<file path="config.mk">
export PLATFORM = sky130hd
export DESIGN_NAME = cam_req_sequencer
export DESIGN_NICKNAME = d
export VERILOG_FILES = /design/src/rtl/cam_req_sequencer.sv
export SDC_FILE = /design/constraint.sdc
export NUM_CORES = 1
export LEC_CHECK = 0
export CORE_ASPECT_RATIO = 0.5
export CORE_MARGIN = 2
export CORE_UTILIZATION = 42
export DETAILED_ROUTE_END_ITERATION = 16
export PLACE_DENSITY = 0.86
export SLEW_MARGIN = 20
export SYNTH_ARGS = -nofsm -noshare
export SYNTH_HDL_FRONTEND = slang
export SYNTH_SLANG_ARGS = --single-unit
</file>
<file path="constraint.sdc">
create_clock -name clk -period 2.94 [get_ports clk]
set_clock_uncertainty 0.1 [all_clocks]
set_input_delay 0.735 -clock clk [delete_from_list [all_inputs] [get_ports clk]]
set_output_delay 0.735 -clock clk [all_outputs]
set_load 0.02 [all_outputs]
</file>
<file path="src/rtl/cam_req_sequencer.sv">
// cam_req_sequencer: splits an in-order command stream into CAM update and
// lookup requests for cam_wrapper, tags lookups with an issue slot, keeps
// program order around updates and maps responses back to the caller's tag.
module cam_req_sequencer #(
    parameter int KEY_SIZE        = 8,
    parameter int VALUE_SIZE      = 32,
    parameter int TAG_WIDTH       = 4,
    parameter int MAX_OUTSTANDING = 8,
    parameter int UPDATE_SETTLE   = 8,
    localparam int SLOT_W         = $clog2(MAX_OUTSTANDING)
) (
    input  logic                  clk,
    input  logic                  rst,
    // command stream
    input  logic                  s_cmd_op,
    input  logic [KEY_SIZE-1:0]   s_cmd_key,
    input  logic [VALUE_SIZE-1:0] s_cmd_value,
    input  logic [TAG_WIDTH-1:0]  s_cmd_tag,
    input  logic                  s_cmd_valid,
    output logic                  s_cmd_ready,
    // wrapper update channel
    output logic [KEY_SIZE-1:0]   update_req_index,
    output logic [VALUE_SIZE-1:0] update_req_data,
    output logic [TAG_WIDTH-1:0]  update_req_user,
    output logic                  update_req_valid,
    input  logic                  update_req_ready,
    // wrapper lookup request channel
    output logic [KEY_SIZE-1:0]   lookup_req_index,
    output logic [SLOT_W-1:0]     lookup_req_user,
    output logic                  lookup_req_valid,
    input  logic                  lookup_req_ready,
    // wrapper lookup value channel
    input  logic [VALUE_SIZE-1:0] lookup_value_data,
    input  logic [SLOT_W-1:0]     lookup_value_user,
    input  logic                  lookup_value_valid,
    output logic                  lookup_value_ready,
    // response stream
    output logic [VALUE_SIZE-1:0] m_rsp_data,
    output logic [TAG_WIDTH-1:0]  m_rsp_tag,
    output logic                  m_rsp_valid,
    input  logic                  m_rsp_ready,
    // status
    output logic [SLOT_W:0]       outstanding,
    output logic                  err_order
);

    localparam int SET_W = (UPDATE_SETTLE > 0) ? $clog2(UPDATE_SETTLE + 1) : 1;
    localparam logic [SET_W-1:0]  SETTLE_LOAD = SET_W'(UPDATE_SETTLE);
    localparam logic [SLOT_W:0]   MAX_CNT     = (SLOT_W + 1)'(MAX_OUTSTANDING);

    typedef enum logic [1:0] {ST_ISSUE, ST_DRAIN, ST_UPD, ST_SETTLE} state_t;

    state_t                r_state, w_next_state;
    logic [SLOT_W-1:0]     r_wr_ptr, r_rd_ptr;
    logic [SLOT_W:0]       r_outstanding;
    logic                  r_err_order;
    logic [SET_W-1:0]      r_settle_cnt;
    logic [KEY_SIZE-1:0]   r_hold_key;
    logic [VALUE_SIZE-1:0] r_hold_value;
    logic [TAG_WIDTH-1:0]  r_hold_tag;
    logic [TAG_WIDTH-1:0]  r_tag_table [MAX_OUTSTANDING];

    logic w_drained, w_slot_free;
    logic w_lkp_fire, w_upd_fire, w_rsp_fire, w_upd_accept;

    assign w_drained    = (r_outstanding == '0);
    assign w_slot_free  = (r_outstanding < MAX_CNT);
    assign w_lkp_fire   = lookup_req_valid && lookup_req_ready;
    assign w_upd_fire   = update_req_valid && update_req_ready;
    assign w_rsp_fire   = lookup_value_valid && lookup_value_ready;
    assign w_upd_accept = (r_state == ST_ISSUE) && s_cmd_valid && s_cmd_op;

    // Lookups pass straight through; updates are replayed from holding registers.
    assign lookup_req_index = s_cmd_key;
    assign lookup_req_user  = r_wr_ptr;
    assign update_req_index = r_hold_key;
    assign update_req_data  = r_hold_value;
    assign update_req_user  = r_hold_tag;

    // Response path is purely combinational; only the tag is remapped.
    assign m_rsp_valid        = lookup_value_valid;
    assign lookup_value_ready = m_rsp_ready;
    assign m_rsp_data         = lookup_value_data;
    assign m_rsp_tag          = r_tag_table[lookup_value_user];

    assign outstanding = r_outstanding;
    assign err_order   = r_err_order;

    // State register.
    always_ff @(posedge clk) begin
        if (rst) r_state <= ST_ISSUE;
        else     r_state <= w_next_state;
    end

    // Next-state: drain lookups before an update, then hold off lookups for the settle window.
    always_comb begin
        w_next_state = r_state;
        case (r_state)
            ST_ISSUE:  if (w_upd_accept) w_next_state = ST_DRAIN;
            ST_DRAIN:  if (w_drained) begin
                           if (w_upd_fire) w_next_state = (UPDATE_SETTLE > 0) ? ST_SETTLE : ST_ISSUE;
                           else            w_next_state = ST_UPD;
                       end
            ST_UPD:    if (w_upd_fire) w_next_state = (UPDATE_SETTLE > 0) ? ST_SETTLE : ST_ISSUE;
            ST_SETTLE: if (r_settle_cnt == SET_W'(1)) w_next_state = ST_ISSUE;
            default:   w_next_state = ST_ISSUE;
        endcase
    end

    // Outputs: DRAIN raises update_req_valid as soon as the registered count is zero.
    always_comb begin
        s_cmd_ready      = 1'b0;
        lookup_req_valid = 1'b0;
        update_req_valid = 1'b0;
        case (r_state)
            ST_ISSUE: begin
                if (s_cmd_op) begin
                    s_cmd_ready = 1'b1;
                end else begin
                    lookup_req_valid = s_cmd_valid && w_slot_free;
                    s_cmd_ready      = lookup_req_valid && lookup_req_ready;
                end
            end
            ST_DRAIN: update_req_valid = w_drained;
            ST_UPD:   update_req_valid = 1'b1;
            default:  ;
        endcase
    end

    // Settle counter: loaded on the update handshake, counts down while in SETTLE.
    always_ff @(posedge clk) begin
        if (rst)                       r_settle_cnt <= '0;
        else if (w_upd_fire)           r_settle_cnt <= SETTLE_LOAD;
        else if (r_state == ST_SETTLE) r_settle_cnt <= r_settle_cnt - SET_W'(1);
    end

    // Capture the update command so the wrapper sees stable fields until ready.
    always_ff @(posedge clk) begin
        if (rst) begin
            r_hold_key   <= '0;
            r_hold_value <= '0;
            r_hold_tag   <= '0;
        end else if (w_upd_accept) begin
            r_hold_key   <= s_cmd_key;
            r_hold_value <= s_cmd_value;
            r_hold_tag   <= s_cmd_tag;
        end
    end

    // Slot pointers, in-flight count and sticky order error.
    always_ff @(posedge clk) begin
        if (rst) begin
            r_wr_ptr      <= '0;
            r_rd_ptr      <= '0;
            r_outstanding <= '0;
            r_err_order   <= 1'b0;
        end else begin
            if (w_lkp_fire) r_wr_ptr <= r_wr_ptr + SLOT_W'(1);
            if (w_rsp_fire) begin
                r_rd_ptr <= r_rd_ptr + SLOT_W'(1);
                if ((lookup_value_user != r_rd_ptr) || w_drained) r_err_order <= 1'b1;
            end
            case ({w_lkp_fire, w_rsp_fire && !w_drained})
                2'b10:   r_outstanding <= r_outstanding + (SLOT_W + 1)'(1);
                2'b01:   r_outstanding <= r_outstanding - (SLOT_W + 1)'(1);
                default: ;
            endcase
        end
    end

    // Remember the caller tag for each issued slot.
    always_ff @(posedge clk) begin
        if (w_lkp_fire) r_tag_table[r_wr_ptr] <= s_cmd_tag;
    end

endmodule

</file>
**Word level (Yosys, flattened, before mapping)**

Memory sizes are Yosys's and may differ from the RTL's.
Index checks and enable logic that the tools add are counted.

- Memories: 1
- Word-level logic and storage cells: 61
- Input bits: 87
- RAM bits: 32
- Flip-flop bits (word level): 61

Memories:

| name | words | width | rd ports | clocked after Yosys merged registers in | wr ports | RTL line | source |
|---|---|---|---|---|---|---|---|
| r_tag_table | 8 | 4 | 1 | 0 | 1 | 61 | `logic [TAG_WIDTH-1:0] r_tag_table [MAX_OUTSTANDING];` |

- Mux-type cells: 16
- Equal/unequal tests: 11
- Order comparisons: 1
- Reductions and logical operators: 17
- Add/sub/neg operators: 5

Operator list:

| operator | number |
|---|---|
| $logic_and 1x1->1 | 8 |
| $mux 2 | 4 |
| $mux 4 | 2 |
| $ne 2x2->1 const B | 4 |
| $pmux 2 s4 | 1 |
| $pmux 4 s2 | 1 |
| $sub 4x1->4 const B | 2 |
| $mux 1 | 7 |
| $add 3x1->3 const B | 2 |
| $eq 2x2->1 const B | 3 |
| $add 4x1->4 const B | 1 |
| $eq 2x1->1 const B | 2 |
| $eq 4x1->1 const B | 1 |
| $logic_not 4->1 | 1 |
| $lt 4x4->1 const B | 1 |
| $reduce_and 4->1 | 1 |
| $reduce_bool 2->1 | 2 |
| $ne 3x3->1 | 1 |
| $logic_not 2->1 | 1 |
| $pmux 1 s2 | 1 |
| $reduce_and 2->1 | 1 |
| $reduce_or 2->1 | 1 |
| $logic_not 1->1 | 1 |
| $logic_or 1x1->1 | 1 |

**Logic depth before layout (Yosys ltp)**

Gate-level depths: netlist (run 1).

- Depth in word-level cells: 7
- Depth in mapped cells: 11

**Worst setup path before layout (run 1)**

OpenSTA, ideal clock, no wires.

- Kind: in2out
- Start point: in lookup_value_user[0]
- End point: out m_rsp_tag[0]
- Slack: 0.286 ns
- Required time: 2.105 ns
- Arrival: 1.819 ns
- Stages: 3
- Buffers on the path: 1
- Cells stage by stage: buf_2 > mux4_2 > mux2_2

- Cells in the longest elaborated chain, start to end: 1

Ends and longest elaborated chain:

| what | RTL line | source |
|---|---|---|
| from (decl) | 34 | `input logic [SLOT_W-1:0] lookup_value_user,` |
| $mem_v2 8x4 | -- |  |
| to (decl) | 39 | `output logic [TAG_WIDTH-1:0] m_rsp_tag,` |

No other way between the ends.

**Final worst setup path (run 1)**

- Start point: in lookup_value_user[0]
- End point: out m_rsp_tag[2]

Same word-level chain as after synthesis.

==> metrics.cfg, run 1 <==
[synthesis]
async_flop_share_pct = 0
syn_inst = 403
synth-main-ff-cell = dfxtp_1
ys_warn_count = 0
syn_nets = 501
synth_edf_count = 32
syn_area_mm2 = 0.004096
synth_seq_cells = 93
ys_types = 41
yosysSeqAreaShare_pct = 53.27
syn_avg_cell_area_um2 = 10.16

[detailed_routing]
drtIter0Drc = 158
ant_nets = 0
num_vias = 3120
viasPerCell = 4.860
routed_wl_um = 9434
drc = 0
dr.pass1.iters = 4
wire_per_inst_um = 14.69

[setup_path]
cp_top_family = multiplexers
crit_chain = buf_2 > bufbuf_16 > mux4_2 > mux2_2 > buf_4
cp.arrival_ns = 2.04
max_stage_delay_ns = 0.50
critPathCaptureType = output pin
cp_data_required_time_ns = 2.11
path_buf_inv = 3
start_kind = primary input
cp_max_fo = 4
critPathKind = primary input to output pin
cpMaxStageDelayCell = mux4_2

[final_layout]
nNetsFinal = 600
n_antenna_cell = 0
synthToLayoutAreaGrowth_pct = 36.96
drive_gt1_share_pct = 13.21
final_cell_mix = clkdlybuf4s50_1 (114), nand2_1 (95), dfxtp_1 (61)
fill_cells = 790
layout_commonest_cell = clkdlybuf4s50_1
design_area_mm2 = 0.005610
final_cells = 642
final_util_pct = 59.39

[hold_path]
hold_class = flip-flop to flip-flop

[grt]
grt_use_total_pct = 17.87
grt_pass1_vias = 3037
grt_max_degree = 45
grt.overflow.total = 0
antenna_found_initial = 0
grt_pass1_wl_um = 14550

[cts]
cts_buffer_depth = 2
clkTransAtPathRegs_ns = 0.06
htreeDepth = 3
cts_buffers = 9
cts_hold_buffers = 0
worstSkewPairLatency_ns = 0.34
cts_tree = done
root_buffer = clkbuf_16
numClockSinks = 93

[timing]
clock.fmax_mhz = 347.4
setup_viol = 0
hold_ws_ns = 0.3521
rsz0062_at_grt = false
finalHoldViolations = 0
tightest_slew_ns = 0.8004
period_minus_slack_ns = 2.879
min_period_over_period_pct = 97.92
finalMaxSlewViolations = 0
timing.slew.headroom_pct = 46.64

[placement]
portBuffers = 123
place.gp.congestion = 0.7894
hpwl_um = 6751
post-place-cells = 623
dpl_cell_area_mm2 = 0.005288

[floorplanning]
die_x_um = 143.7
start_util_pct = 43.36
core_mm2 = 0.009447
die_y_um = 73.84
dieArea_mm2 = 0.01061
io_pins = 188
rows = 25

[status]
status = finished clean

[job]
maxCapViolCount = 0

[power]
powerDensity_mw_per_mm2 = 643.3
leakagePower_nw = 2.049
peakVddDrop_mv = 0.3586

sequential cells by signal, summed over array words and instances, names as in the netlist:
signal and cells:
err_order 1, update_req_user 4, r_settle_cnt 4, r_rd_ptr 3
update_req_index 8, lookup_req_user 3, outstanding 4, r_tag_table 32
update_req_data 32, r_state 2
cells in the mapped netlist, types with 4 or more instances:
cell	n	area (µm²)
nand3_1	6	30.03
xor2_1	11	96.34
mux2_2	5	56.30
nand2b_1	4	25.02
clkbuf_1	16	60.06
a21oi_1	50	250.2
nor2_1	16	60.06
nor2b_1	4	25.02
nor3_1	4	20.02
buf_4	42	315.3
edfxtp_1	32	960.9
mux4_2	8	180.2
dfxtp_1	61	1221
ha_1	11	137.6
nand2_1	95	356.6
inv_1	4	15.01
cells by family (layout without fill, tap and decap cells):
group / after synthesis / count (layout) / share of synthesized area, %
flip-flops: 93 / 93 / 53.27
adder cells (fa/ha/maj): 11 / 11 / 3.360
AO/OA/AOI/OAI: 65 / 65 / 9.468
AND/OR/NAND/NOR: 141 / 141 / 15.00
XOR/XNOR: 13 / 13 / 2.779
multiplexers: 15 / 15 / 6.261
buffers and inverters: 65 / 169 / 9.865
through the flow:
stage	total power, mW	TNS, ns	setup slack, ns
after floorplan	2.176	0	0.2856
after global placement	2.518	-2.366	-0.5936
after detailed placement	2.549	-2.498	-0.6071
after CTS	3.644	-0.0005533	-0.0005533
after global routing	3.782	0	0.01237
final	3.609	0	0.06106
final timing paths:
check	slack [ns]	end	cells after the start	from
hold / removal	0.35	update_req_data[31]	2	update_req_data[31]
hold reg to reg	0.35	update_req_data[31]	2	update_req_data[31]
setup reg to reg	0.38	outstanding[2]	12	r_state[0]
setup / recovery	0.06	m_rsp_tag[2]	5	lookup_value_user[0]
worst min-delay path, stage by stage (launching register included):
cell,delay (ns)
dfxtp_1,0.31
nand2_1,0.05
a21oi_1,0.05
report_power, final:
group          internal [mW]  total, mW  switching (mW)
Combinational          0.482      0.998           0.517
Clock                  0.586       1.09           0.505
Sequential              1.44       1.52          0.0796
what timing repair did:
action	4_1_cts	5_1_grt
setup buffers	0	1
endpoints found under the setup margin	6	5
pin swaps	0	0
gates resized for setup	26	3
cloned	1	1
per-layer routing:
metal,wire length [µm],global-route usage [%],vias to the layer above
met5,0,0,-
met2,4804,31.06,76
met4,232,8.388,0
met1,3998,21.19,1475
met3,399,4.498,30
li1,-,-,1539
final cells by class:
class	count	area [µm²]	area share [%]
sequential	93	2182	38.89
multi-input combinational	245	1516	27.03
timing repair buffer	149	1446	25.78
clock buffer	9	225.2	4.014
tap	135	168.9	3.011
clock inverter	7	56.30	1.004
inverter	4	15.01	0.2676
(Power assumes the default switching activity.)
==> inputs of run 2 (changes only) <==
--- a/config.mk
+++ b/config.mk
@@ -9,7 +9,7 @@
 export CORE_MARGIN = 2
 export CORE_UTILIZATION = 42
 export DETAILED_ROUTE_END_ITERATION = 16
-export PLACE_DENSITY = 0.86
+export PLACE_DENSITY = 0.87
 export SLEW_MARGIN = 20
 export SYNTH_ARGS = -nofsm -noshare
 export SYNTH_HDL_FRONTEND = slang
==> run 2 against run 1 <==
Clock-buffer cell count up 2; maximum frequency grew 0.54%; die area unchanged; critical path type unchanged; largest cell class unchanged; highest routed layer unchanged.
==> metrics.cfg, run 2 (synthesis results as in run 1) <==
[final_layout]
final_cell_mix = clkdlybuf4s50_1 (113), nand2_1 (95), dfxtp_1 (61)
drive_gt1_share_pct = 13.33  ; +0.12 points
final_cells = 645  ; +0.47%
n_antenna_cell = 0  ; unchanged
fill_cells = 809  ; +2.4%
nNetsFinal = 603  ; +0.50%
synthToLayoutAreaGrowth_pct = 37.11
regArea_mm2 = 0.002182  ; unchanged
layout_commonest_cell = clkdlybuf4s50_1
design_area_mm2 = 0.005617  ; +0.11%
final_util_pct = 59.46  ; +0.066 points
multi_input_area_mm2 = 0.001516  ; unchanged

[setup_path]
cp_max_fo = 4  ; unchanged
critPathKind = primary input to output pin
cp_data_required_time_ns = 2.11  ; about the same
rr_startpoint = r_state[0]
critPathCaptureType = output pin
cp.arrival_ns = 2.03  ; about the same
rrSetupSlack_ns = 0.36  ; -0.02 ns
start_kind = primary input
worstSetupStartpoint = lookup_value_user[0]

[timing]
setup_viol = 0  ; unchanged
clock.fmax_mhz = 349.2  ; +0.54%
finalHoldViolations = 0  ; unchanged
tns_ns = 0  ; unchanged
tightest_slew_ns = 0.7455  ; -0.05487 ns
timing.slew.headroom_pct = 50.30  ; +3.7 points
min_period_over_period_pct = 97.40  ; -0.53 points
finalMaxSlewViolations = 0  ; unchanged
period_minus_slack_ns = 2.863  ; -0.01549 ns
rsz0062_at_grt = false

[power]
leakagePower_nw = 2.055  ; +0.26%
powerDensity_mw_per_mm2 = 638.9  ; -0.68%
peakVddDrop_mv = 0.3185  ; -11%
power_mw = 3.589  ; -0.57%

[status]
status = finished clean

[placement]
hpwl_um = 6654  ; -1.4%
post-place-cells = 626  ; +0.48%
portBuffers = 123  ; unchanged
dpl_cell_area_mm2 = 0.005310  ; +0.43%
place.gp.congestion = 0.7737  ; -2.0%

[detailed_routing]
viasPerCell = 4.860  ; about the same
drtIter0Drc = 111  ; -30%
wire_per_inst_um = 14.56  ; -0.92%
routed_wl_um = 9391  ; -0.46%
ant_nets = 0  ; unchanged
drc = 0  ; unchanged
dr.pass1.iters = 4  ; unchanged
num_vias = 3135  ; +0.48%

[cts]
numClockSinks = 93  ; unchanged
root_buffer = clkbuf_16
cts_buffers = 9  ; unchanged
worstSkewPairLatency_ns = 0.34  ; about the same
htreeDepth = 3  ; unchanged
clkTransAtPathRegs_ns = 0.06  ; about the same
cts_tree = done
cts_buffer_depth = 2  ; unchanged

[job]
maxCapViolCount = 0  ; unchanged

[grt]
grt_pass1_wl_um = 14600  ; +0.33%
grt_pass1_vias = 3060  ; +0.76%
grt.overflow.total = 0  ; unchanged
grt_max_degree = 39  ; -13%
antenna_found_initial = 0  ; unchanged
grt_use_total_pct = 17.90  ; +0.030 points

[floorplanning]
die_y_um = 73.84  ; unchanged
io_pins = 188  ; unchanged
start_util_pct = 43.36  ; unchanged
die_x_um = 143.7  ; unchanged
rows = 25  ; unchanged
core_mm2 = 0.009447  ; unchanged
dieArea_mm2 = 0.01061  ; unchanged

[hold_path]
hold_class = flip-flop to flip-flop
min_from = update_req_data[29]

[run 2: cell count changes in the layout (fill, tap and decap cells not counted), sizes merged]
cell / before / now
clkinv: 3 / 0
inv: 8 / 5
buf: 31 / 34
clkbuf: 9 / 11
clkdlybuf4s50: 114 / 113
dlymetal6s2s: 1 / 2
clkinvlp: 0 / 4
[run 2: layout make-up]
class                           instances  share of cell area, %
Clock buffer                           11                  4.143
Clock inverter                          5                 0.6906
Inverter                                4                 0.2673
Multi-Input combinational cell        245                  27.00
Sequential cell                        93                  38.85
Tap cell                              135                  3.007
Timing Repair Buffer                  152                  26.04
[run 2: timing repair]
| action | CTS | global route |
|---|---|---|
| setup endpoints to repair | 6 | 5 |
| cloned | 1 | 1 |
| resized for setup | 24 | 3 |
| hold buffers | 0 | 0 |
| setup buffers | 1 | 0 |
[run 2: worst paths after layout]
kind / to / depth (start not counted)
worst max register to register: outstanding[3] / 11
worst min-delay path: update_req_data[29] / 2
worst min register to register: update_req_data[29] / 2
worst max-delay path: m_rsp_tag[1] / 5
[run 2: worst max-delay path, cell delays in order]
cell	delay, ns
buf_2	0.12
bufbuf_16	0.27
mux4_2	0.48
mux2_2	0.27
buf_4	0.15
[run 2: routing by layer]
metal  GRT usage [%]  up-vias  routed length (µm)
met4           5.664        0                 136
met2           31.80       71                4859
met5               0        -                   0
met1           20.98     1501                3915
li1                -     1535                   -
met3           5.671       28                 479
[run 2: where the power goes]
group / total [mW] / leakage (nW) / internal [mW] / switching, mW
sequential: 1.52 / 0.785 / 1.44 / 0.0792
combinational: 1.00 / 1.15 / 0.484 / 0.518
clock: 1.07 / 0.118 / 0.576 / 0.492
total: 3.59 / 2.05 / 2.50 / 1.09
[run 2: metrics by stage]
| stage | setup slack [ns] | hold WS, ns |
|---|---|---|
| 3_3_place_gp | -0.5980 | 0.3407 |
| 3_5_place_dp | -0.6102 | 0.3457 |
| 5_1_grt | 0.03139 | 0.3717 |
| 4_1_cts | 0.003337 | 0.3542 |
| 6_report | 0.07655 | 0.3534 |
| 2_1_floorplan | 0.2856 | 0.3646 |
==> inputs of run 3 (changes only) <==
--- a/config.mk
+++ b/config.mk
@@ -5,7 +5,7 @@
 export SDC_FILE = /design/constraint.sdc
 export NUM_CORES = 1
 export LEC_CHECK = 0
-export CORE_ASPECT_RATIO = 0.5
+export CORE_ASPECT_RATIO = 1.2
 export CORE_MARGIN = 2
 export CORE_UTILIZATION = 42
 export DETAILED_ROUTE_END_ITERATION = 16
==> constraint.sdc (replaced) <==
create_clock -name clk -period 2.94 [get_ports clk]
set_clock_uncertainty 0.1 [all_clocks]
set_input_delay 0.588 -clock clk [delete_from_list [all_inputs] [get_ports clk]]
set_output_delay 0.588 -clock clk [all_outputs]
set_load 0.02 [all_outputs]
==> run 3 against run 2 <==
Routed wire length is 2.9% higher; largest cell class unchanged; first-iteration DRC count increased by 59%; core utilization shrank 0.57 points.
==> metrics.cfg, run 3 (synthesis results as in run 1) <==
[timing]
setup_viol = 0  ; unchanged
period_minus_slack_ns = 2.799  ; -0.06440 ns
rsz0062_at_grt = false
tightest_slew_ns = 0.5925  ; -0.1531 ns
tns_ns = 0  ; unchanged
clock.fmax_mhz = 357.3  ; +2.3%
timing.slew.headroom_pct = 60.50  ; +10 points
finalMaxSlewViolations = 0  ; unchanged
min_period_over_period_pct = 95.21  ; -2.2 points
finalHoldViolations = 0  ; unchanged

[detailed_routing]
dr.pass1.iters = 4  ; unchanged
drc = 0  ; unchanged
viasPerCell = 5.037  ; +3.6%
routed_wl_um = 9659  ; +2.9%
drtIter0Drc = 177  ; +59%
num_vias = 3143  ; +0.26%
wire_per_inst_um = 15.48  ; +6.3%
ant_nets = 0  ; unchanged

[setup_path]
critPathKind = primary input to output pin
cp.arrival_ns = 2.11  ; +0.08 ns
start_kind = primary input
critPathCaptureType = output pin
cp_data_required_time_ns = 2.25  ; +0.14 ns
cp_max_fo = 9  ; +5
rrSetupSlack_ns = 0.35  ; about the same

[final_layout]
fill_cells = 773  ; -4.4%
nNetsFinal = 594  ; -1.5%
design_area_mm2 = 0.005603  ; -0.25%
layout_commonest_cell = clkdlybuf4s50_1
drive_gt1_share_pct = 11.58  ; -1.8 points
synthToLayoutAreaGrowth_pct = 36.77
final_cell_mix = clkdlybuf4s50_1 (117), nand2_1 (95), dfxtp_1 (61)
n_antenna_cell = 0  ; unchanged

[placement]
portBuffers = 123  ; unchanged
place.gp.congestion = 0.8042  ; +3.9%
hpwl_um = 7049  ; +5.9%
dpl_cell_area_mm2 = 0.005243  ; -1.3%

[grt]
grt.overflow.total = 0  ; unchanged
grt_pass1_vias = 3271  ; +6.9%
grt_pass1_wl_um = 15470  ; +6.0%
grt_use_total_pct = 18.75  ; +0.84 points
grt_max_degree = 45  ; +15%
antenna_found_initial = 0  ; unchanged

[floorplanning]
rows = 39  ; +56%
die_y_um = 112.2  ; +52%
core_mm2 = 0.009515  ; +0.73%
io_pins = 188  ; unchanged
dieArea_mm2 = 0.01056  ; -0.42%
die_x_um = 94.16  ; -34%
start_util_pct = 43.05  ; -0.31 points

[cts]
htreeDepth = 3  ; unchanged
numClockSinks = 93  ; unchanged
root_buffer = clkbuf_16
cts_hold_buffers = 0  ; unchanged
clkTransAtPathRegs_ns = 0.06  ; about the same
cts_tree = done
worstSkewPairLatency_ns = 0.33  ; about the same
cts_setup_buffers = 0  ; -1
cts_buffers = 9  ; unchanged
cts_buffer_depth = 2  ; unchanged

[job]
maxCapViolCount = 0  ; unchanged

[power]
leakagePower_nw = 2.019  ; -1.7%
peakVddDrop_mv = 0.4777  ; +50%
powerDensity_mw_per_mm2 = 669.3  ; +4.8%

[status]
status = finished clean

[hold_path]
hold_class = flip-flop to flip-flop

==> run 3: cell types whose count changed in the layout (fill, tap and decap cells not counted), moves of 2 or more <==
cell and change:
clkinvlp_4 -2, clkdlybuf4s50_1 +4, buf_4 -8, dlymetal6s2s_1 -2
bufinv_16 +2, buf_2 -5
==> run 3: metal layers <==
layer	vias up	GRT usage [%]	wire [µm]
met5	-	0	0
met4	0	5.700	141
met3	15	6.040	567
met2	115	33.38	5105
met1	1499	21.16	3844
li1	1514	-	-
==> run 3: path summary, 6_finish.rpt <==
| path | from | end | cells after the start |
|---|---|---|---|
| setup / recovery | lookup_value_user[1] | m_rsp_tag[0] | 5 |
| hold / removal | update_req_data[25] | update_req_data[25] | 2 |
| setup reg to reg | r_state[0] | outstanding[2] | 11 |
| hold reg to reg | update_req_data[25] | update_req_data[25] | 2 |
==> run 3: power by group <==
group	internal, mW	switching (mW)	total [mW]	leakage (nW)
sequential	1.44	0.0769	1.52	0.785
clock	0.745	0.473	1.22	0.149
combinational	0.481	0.535	1.02	1.09
==> run 3: final cells by class <==
class                   count  area, µm²  share of cell area, %
clock buffers              10      229.0                  4.087
clock inverters             6      88.84                  1.586
inverters                   4      15.01                 0.2680
multi-input cells         245       1528                  27.27
flip-flops and latches     93       2182                  38.95
well taps                 123      153.9                  2.747
repair buffers            143       1406                  25.10
==> run 3: stage by stage <==
| stage | util [%] | setup WS (ns) | hold slack, ns | std cells | total power, mW |
|---|---|---|---|---|---|
| 3_5_place_dp | 55.10 | -0.3101 | 0.3488 | 607 | 2.543 |
| 6_report | 58.88 | 0.1410 | 0.3561 | 624 | 3.750 |
| 2_1_floorplan | - | 0.3976 | 0.3646 | 403 | 2.176 |
| 3_3_place_gp | 55.10 | -0.2821 | 0.3409 | 607 | 2.499 |
| 5_1_grt | 58.88 | 0.03565 | 0.3707 | 624 | 3.922 |
| 4_1_cts | 58.80 | 0.009961 | 0.3561 | 624 | 3.771 |
==> run 3: repair_timing <==
action | in CTS | in global routing
cloned | 1 | 0
endpoints found under the setup margin | 5 | 3
resized for setup | 8 | 4
==> run 3: critical path: stages <==
cell	delay (ns)
clkdlybuf4s50_1	0.46
buf_4	0.17
mux4_2	0.31
mux2_2	0.27
dlygate4sd2_1	0.32
